## config.mk

```make
export PLATFORM = sky130hd
export DESIGN_NAME = mc_pipe_sdff
export DESIGN_NICKNAME = d
export VERILOG_FILES = /design/src/rtl/mc_pkg.sv /design/src/rtl/mc_pipe_stage.sv /design/src/rtl/mc_pipe_sdff.sv
export SDC_FILE = /design/constraint.sdc
export NUM_CORES = 1
export LEC_CHECK = 0
export ABC_CLOCK_PERIOD_IN_PS = 1400
export CAP_MARGIN = 30
export CORE_AREA = 8 8 45 47
export DETAILED_ROUTE_END_ITERATION = 6
export DIE_AREA = 0 0 53 55
export PLACE_DENSITY = 0.33
export SLEW_MARGIN = 25
export SYNTH_ARGS = -nofsm -noshare
export SYNTH_HDL_FRONTEND = slang
export SYNTH_HIERARCHICAL = 1
export SYNTH_SLANG_ARGS = --single-unit
```

## constraint.sdc

```tcl
create_clock -name CLK -period 1.4 [get_ports CLK]
set_input_delay 0.21 -clock CLK [delete_from_list [all_inputs] [get_ports CLK]]
set_output_delay 0.21 -clock CLK [all_outputs]
set_load 0.005 [all_outputs]
```

## src/rtl/mc_pkg.sv

```systemverilog
// mc_pkg: legal parameter ranges and the occupancy-counter width helper shared by the mc_pipe_sdff files.
package mc_pkg;
    localparam int WIDTH_MIN = 1;
    localparam int WIDTH_MAX = 64;
    localparam int DEPTH_MIN = 1;
    localparam int DEPTH_MAX = 16;

    function automatic int occ_width(input int depth);
        return $clog2(depth + 1);
    endfunction
endpackage

```

## src/rtl/mc_pipe_stage.sv

```systemverilog
// mc_pipe_stage: one pipeline slot with a data register, a valid bit, a sync reset and a load enable.
module mc_pipe_stage
    import mc_pkg::*;
#(
    parameter int               WIDTH      = 1,
    parameter logic [WIDTH-1:0] SRST_VALUE = {WIDTH{1'b0}}
) (
    input  logic             CLK,
    input  logic             SRST,
    input  logic             i_load,
    input  logic             i_clr,
    input  logic [WIDTH-1:0] i_d,
    output logic [WIDTH-1:0] o_q,
    output logic             o_valid
);
    logic [WIDTH-1:0] r_q;
    logic             r_valid;

    // Loading wins over clearing so a stage that passes a word on and takes a new one stays full.
    always_ff @(posedge CLK) begin
        if (SRST) begin
            r_q     <= SRST_VALUE;
            r_valid <= 1'b0;
        end else if (i_load) begin
            r_q     <= i_d;
            r_valid <= 1'b1;
        end else if (i_clr) begin
            r_valid <= 1'b0;
        end
    end

    assign o_q     = r_q;
    assign o_valid = r_valid;
endmodule

```

## src/rtl/mc_pipe_sdff.sv

```systemverilog
// mc_pipe_sdff: valid/ready register pipeline of DEPTH stages with bubble collapse and sync reset.
// Define MC_PIPE_OCC_EN to add the OCC port reporting the number of valid stages.
module mc_pipe_sdff
    import mc_pkg::*;
#(
    parameter int               WIDTH      = 1,
    parameter int               DEPTH      = 2,
    parameter logic [WIDTH-1:0] SRST_VALUE = {WIDTH{1'b0}}
) (
    input  logic             CLK,
    input  logic             SRST,
    input  logic             IN_VALID,
    output logic             IN_READY,
    input  logic [WIDTH-1:0] D,
    output logic             OUT_VALID,
    input  logic             OUT_READY,
    output logic [WIDTH-1:0] Q
`ifdef MC_PIPE_OCC_EN
    ,
    output logic [occ_width(DEPTH)-1:0] OCC
`endif
);
    logic [DEPTH-1:0] w_valid;
    logic [DEPTH-1:0] w_adv;
    logic [DEPTH-1:0] w_load;
    logic [WIDTH-1:0] w_data [DEPTH];
    logic [WIDTH-1:0] w_din  [DEPTH];
    logic             w_in_hs;

    // Readiness ripples from the output end back to the input so bubbles collapse in one cycle.
    always_comb begin
        w_adv            = '0;
        w_adv[DEPTH-1]   = w_valid[DEPTH-1] & OUT_READY;
        for (int i = DEPTH - 2; i >= 0; i--)
            w_adv[i] = w_valid[i] & (!w_valid[i+1] | w_adv[i+1]);
        w_load    = '0;
        w_load[0] = w_in_hs;
        w_din[0]  = D;
        for (int i = 1; i < DEPTH; i++) begin
            w_load[i] = w_adv[i-1];
            w_din[i]  = w_data[i-1];
        end
    end

    assign IN_READY  = !SRST & (!w_valid[0] | w_adv[0]);
    assign w_in_hs   = IN_VALID & IN_READY;
    assign OUT_VALID = w_valid[DEPTH-1];
    assign Q         = w_data[DEPTH-1];

    for (genvar i = 0; i < DEPTH; i++) begin : g_stage
        mc_pipe_stage #(
            .WIDTH     (WIDTH),
            .SRST_VALUE(SRST_VALUE)
        ) u_stage (
            .CLK    (CLK),
            .SRST   (SRST),
            .i_load (w_load[i]),
            .i_clr  (w_adv[i]),
            .i_d    (w_din[i]),
            .o_q    (w_data[i]),
            .o_valid(w_valid[i])
        );
    end

`ifdef MC_PIPE_OCC_EN
    localparam int OW = occ_width(DEPTH);
    logic          w_out_hs;
    logic [OW-1:0] r_occ;

    assign w_out_hs = OUT_VALID & OUT_READY;

    always_ff @(posedge CLK) begin
        if (SRST)
            r_occ <= '0;
        else if (w_in_hs & !w_out_hs)
            r_occ <= r_occ + OW'(1);
        else if (!w_in_hs & w_out_hs)
            r_occ <= r_occ - OW'(1);
    end

    assign OCC = r_occ;
`endif
endmodule
```

# Word level (Yosys, flattened, before mapping)

Cells that the tools add are included.

Register bits after elaboration: 4
Input port bits: 5
Output and inout bits: 3
Word-level logic and storage cells: 19

Mux-type cells: 4
Bitwise operators: 6
Reductions and logical operators: 5

Operator list:

| cell               | number |
|---|---|
| $and A1 B1 Y1      | 4 |
| $mux W1            | 4 |
| $reduce_bool A2 Y1 | 2 |
| $logic_not A1 Y1   | 3 |
| $or A1 B1 Y1       | 2 |

# Logic depth before layout (Yosys ltp)

Gate-level depths: netlist of run 1.

Word-level depth: 7
Mapped depth: 4
Depth with buffers taken out: 4

# Modules after synthesis

The synthesis of run 1 kept the hierarchy.

By module, submodules not included:

| module        | times used | cells an instance | area each (um^2) | sequential area each (um^2) |
|---|---|---|---|---|
| mc_pipe_stage | 2          | 7                 | 68.8             | 40.0 |
| mc_pipe_sdff  | 1          | 6                 | 43.8             | 0.0 |

# Worst setup path before layout of run 1

No wires, ideal clock.

Path type: register to register
Start: register g_stage[1].u_stage.r_valid
End: register g_stage[0].u_stage.r_q
Setup time: 0.114 ns
Data arrival time: 0.929 ns
Data required time: 1.286 ns
Setup slack: 0.356 ns
Stages on the path, launching flop included: 5
Buffers on the path: 0
Period minus slack after synthesis: 1.044 ns
Cells stage by stage: dfxtp_1 > and3b_1 > nor3b_2 > mux2i_1 > nor2_1

Cells in the longest elaborated chain, start to end: 6
Elaborated cells on any way between the ends: 7
Classes of those cells: bitwise (6); reduce/logical (1)

Ends and longest elaborated chain:

| item                                              | line                                   | RTL |
|---|---|---|
| start: declaration                                | mc_pipe_stage.sv:17                    | `logic r_valid;` |
| start signal: assignment                          | mc_pipe_stage.sv:23                    | `r_valid <= 1'b0;` |
| start signal: assignment                          | mc_pipe_stage.sv:26                    | `r_valid <= 1'b1;` |
| start signal: assignment                          | mc_pipe_stage.sv:28                    | `r_valid <= 1'b0;` |
| $and A1 B1 Y1 or $logic_not A1 Y1 (tied branches) | mc_pipe_sdff.sv:33, mc_pipe_sdff.sv:35 |  |
| $or A1 B1 Y1 *                                    | mc_pipe_sdff.sv:35                     | `w_adv[i] = w_valid[i] & (!w_valid[i+1] \| w_adv[i+1]);` |
| $and A1 B1 Y1 *                                   | mc_pipe_sdff.sv:35                     |  |
| $or A1 B1 Y1 *                                    | mc_pipe_sdff.sv:45                     | `assign IN_READY = !SRST & (!w_valid[0] \| w_adv[0]);` |
| $and A1 B1 Y1 *                                   | mc_pipe_sdff.sv:45                     |  |
| $and A1 B1 Y1 *                                   | mc_pipe_sdff.sv:46                     | `assign w_in_hs = IN_VALID & IN_READY;` |
| named net w_in_hs                                 | mc_pipe_sdff.sv:28                     | `logic w_in_hs;` |
| end signal: assignment                            | mc_pipe_stage.sv:25                    | `r_q <= i_d;` |
| end: declaration                                  | mc_pipe_stage.sv:16                    | `logic [WIDTH-1:0] r_q;` |

The timed path passes the listed nets; every way through them passes the cells marked *.
A chain may end at the register's enable or synchronous reset.

# Worst setup path after layout of run 1

Start: input port OUT_READY
End: register g_stage[0].u_stage.r_q

Cells in the longest elaborated chain, start to end: 6

Ends and longest elaborated chain:

| item               | line               | RTL |
|---|---|---|
| start: declaration | mc_pipe_sdff.sv:16 | `input logic OUT_READY,` |
| $and A1 B1 Y1      | mc_pipe_sdff.sv:33 | `w_adv[DEPTH-1] = w_valid[DEPTH-1] & OUT_READY;` |
| $or A1 B1 Y1       | mc_pipe_sdff.sv:35 |  |
| $and A1 B1 Y1      | mc_pipe_sdff.sv:35 |  |
| $or A1 B1 Y1       | mc_pipe_sdff.sv:45 |  |
| $and A1 B1 Y1      | mc_pipe_sdff.sv:45 |  |
| $and A1 B1 Y1      | mc_pipe_sdff.sv:46 |  |
| named net w_in_hs  | mc_pipe_sdff.sv:28 |  |

The timed path passes the listed nets, and every way through them passes these cells.

==> qor.log, run 1 <==
[clock_tree] Clock Tree Buf Depth 2
[synth] summed instance area of the synthesized netlist 181.4 µm²
[layout] nets 41
[setup_path] category of cells accounting for the largest share of critical-path delay buffers and inverters
[synth] sequential share of the synthesized area 44.14%
[clock_tree] total clock buffers created by CTS 3
[layout] Fillers 164
[clock_tree] CTS tree built
[global_routing] first-pass GRT wire length 765 µm
[timing] final critical-path setup slack 0.06056 ns
[synth] net count after synthesis 25
[setup_path] Crit Path Category input port to flip-flop
[floorplan] standard cell core area 1384 µm²
[global_routing] pin count of the biggest net entering global routing 6
[min_path] type of the most critical hold path flip-flop to flip-flop
[place] placed wire-length estimate 353.2 µm
[pwr] Clk pwr share 45.0%
[outcome] status finished clean
[setup_path] startpoint kind of the worst setup timing path input port
[pwr] combinational group share of total power 15.1%
[global_routing] antenna violations before repair 0
[setup_path] worst path cell trace clkdlybuf4s50_1 > and3b_1 > buf_4 > nor3b_2 > mux2i_1 > nor2_1
[timing] final setup TNS 0 ns
[timing] final hold violation count 0
[timing] RSZ-0062 raised after global routing no
[floorplan] total I/O pin count 8
[clock_tree] Worst-path clk slew 0.04 ns
[synth] number of standard cells after synthesis 20
[route] remaining antenna violation count after routing 0
[setup_path] Reg2Reg Depth 5
[timing] worst slew margin relative to its limit 86.45%
[setup_path] cell count along the critical path 6
[timing] Max Fclk 0.7466 GHz
[route] DRC viols 0
[run] max_cap viols 0
[pwr] fraction of power consumed by sequential logic 39.9%
[route] detailed-router iteration count before antenna repair 1
[floorplan] die area 2915 µm²
[clock_tree] number of clock sinks seen by CTS 4
[setup_path] critical path buffer and inverter count 2
[layout] antenna fix cells 0
[pwr] switching component of the power 0.00006506 W
[route] detailed-route vias per instance 3.340
[timing] actual transition at the worst max-transition pin 0.2023 ns
[clock_tree] number of H-tree levels 1
[pwr] Leak Pwr 0.1384 nW
[setup_path] data arrival time of the critical path 1.46 ns
[setup_path] slowest CP cell clkdlybuf4s50_1
[pwr] PD cells 982.0 nW/µm²
[layout] utilization of the core after routing 23.06%
[synth] number of warnings issued by yosys 6
[timing] Worst Clk Skew 0.002373 ns
[layout] area of all sequential standard cells 80.08 µm²
[timing] final worst path period need 1.339 ns
[global_routing] Tot GR Track Use 3.934%
[route] Initial DRC Count 0
[synth] Synth Area per Inst 9.071 µm²
[place] Final GP Congestion 0.5630
[timing] setup violators final 0
[clock_tree] master cell of the clock root buffer clkbuf_4
[layout] synthesis-to-finish area growth 75.86%
[layout] layout cell share with drive strength beyond 1 29.41%
[layout] combined area of the multi-input logic cells 90.09 µm²
[route] wire length per cell after detailed routing 9.020 µm
[timing] max-slew violation total from the final report 0
[pwr] Max IR drop VDD 0.2964 mV
[min_path] hold path cells 2
[pwr] internal power 0.0002483 W
[floorplan] effective utilization at floorplan 13.11%
[place] Worst Setup Slack post-DPL -0.2661 ns
[floorplan] chip height 55 µm
[route] post-detailed-routing wire length 451 µm
[route] Via Count 167
[clock_tree] hold-fix buffers at CTS 0
[global_routing] vias in the first global route 193
[floorplan] die boundary width 53 µm
[floorplan] Core Rows 14
[place] number of input and output port buffers inserted 7
[clock_tree] postcts setup bufs 0
[setup_path] required time reported for the critical path endpoint 1.52 ns
[setup_path] endpoint kind of the worst setup timing path flip-flop
[timing] final period utilization 95.67%
[clock_tree] Worst-Skew Late Latency 0.23 ns
[setup_path] peak per-stage delay on the critical path 0.47 ns
[synth] synthesis-stage register bit count 4
[setup_path] worst-path maximum fanout 2
[global_routing] overall overflow remaining after global route 0
[synth] Unique masters post-synth 10
[clock_tree] Gates resized, CTS repair 1
[pwr] Switching Fraction 20.76%
==> kinds of logic (layout without fill, tap and decap cells) <==
logic type | count (synthesis) | count (layout) | share of synthesized area, %
flops | 4 | 4 | 44.14
mux | 2 | 2 | 11.03
simple gates | 8 | 8 | 28.97
buf+inv | 3 | 17 | 6.206
compound gates | 3 | 3 | 9.657
==> tightest hold or removal path, delay by kind of cell, from the launching register on <==
family / cells / cell delay (ns)
DFF: 1 / 0.31
and+or+nand+nor: 1 / 0.07
AOI/OAI and AO/OA: 1 / 0.05
==> cells in the mapped netlist (all sizes together) <==
master	n	area [µm²]
and2	1	7.510
dfxtp	4	80.08
nor2	3	11.26
a21oi	2	10.01
nand2b	2	12.51
inv	3	11.26
mux2i	2	20.02
and3b	1	8.760
nor3b	1	12.51
a21boi	1	7.510
==> routing by layer <==
layer  part of all wire [%]  GRT usage [%]  vias to the layer above
met4                      0          3.879                        0
met3                     17          3.476                        0
met1                     51          4.103                       66
met5                      0              0                        -
met2                     33          4.492                        8
li1                       -              -                       93
==> final cells by class <==
class	count	area share, %
Multi-Input combinational cell	13	28.24
Clock buffer	3	7.059
Sequential cell	4	25.10
Inverter	3	3.529
Tap cell	16	6.275
Timing Repair Buffer	11	29.80
==> state kept, by name (all words and copies together), names as in the netlist <==
register and flops:
g_stage.u_stage/o_q 2, g_stage.u_stage/o_valid 2
==> metrics by stage <==
stage | hold WS (ns) | cell area, µm² | total power (W) | std cells
floorplan | 0.2791 | 181.4 | 0.0001432 | 20
global placement | 0.4836 | 301.5 | 0.0001763 | 47
detailed placement | 0.4743 | 301.5 | 0.0001764 | 47
CTS | 0.4817 | 322.8 | 0.0003253 | 50
global route | 0.5155 | 319.1 | 0.0003419 | 50
finish | 0.4779 | 319.1 | 0.0003133 | 50
==> final timing paths <==
kind                               from  slack (ns)                          to
max reg2reg  g_stage[1].u_stage/o_valid        0.20      g_stage[0].u_stage/o_q
min reg2reg  g_stage[0].u_stage/o_valid        0.48  g_stage[0].u_stage/o_valid
min          g_stage[0].u_stage/o_valid        0.48  g_stage[0].u_stage/o_valid
max                           OUT_READY        0.06      g_stage[0].u_stage/o_q
==> placed cells by master (no fill, tap or decap) <==
cell,Yosys,routed
clkdlybuf4s50_1,0,6
nand2b_1,2,2
a21oi_1,2,2
nor3b_2,1,1
inv_1,3,3
a21boi_0,1,1
and3b_1,1,1
nor2_1,3,3
clkbuf_2,0,1
mux2i_1,2,2
clkbuf_4,0,3
and2_2,1,1
buf_4,0,4
dfxtp_1,4,4
==> power by group through the flow <==
stage | logic [W] | clock network (W) | registers (W)
6_report | 0.0000472 | 0.000141 | 0.000125
5_1_grt | 0.0000523 | 0.000164 | 0.000126
4_1_cts | 0.0000484 | 0.000152 | 0.000125
3_5_place_dp | 0.0000492 | 0 | 0.000127
3_3_place_gp | 0.0000493 | 0 | 0.000127
2_1_floorplan | 0.0000169 | 0 | 0.000126
No activity file was read; power rests on OpenSTA's default activity.
==> run 2, diff against run 1 <==
--- a/config.mk
+++ b/config.mk
@@ -6,10 +6,11 @@
 export NUM_CORES = 1
 export LEC_CHECK = 0
 export ABC_CLOCK_PERIOD_IN_PS = 1400
-export CAP_MARGIN = 30
+export CAP_MARGIN = 20
 export CORE_AREA = 8 8 45 47
 export DETAILED_ROUTE_END_ITERATION = 6
 export DIE_AREA = 0 0 53 55
+export HOLD_SLACK_MARGIN = 0.03
 export PLACE_DENSITY = 0.33
 export SLEW_MARGIN = 25
 export SYNTH_ARGS = -nofsm -noshare
==> results of run 2 <==
No change in the layout: final DEF, timing and power equal those of run 1.
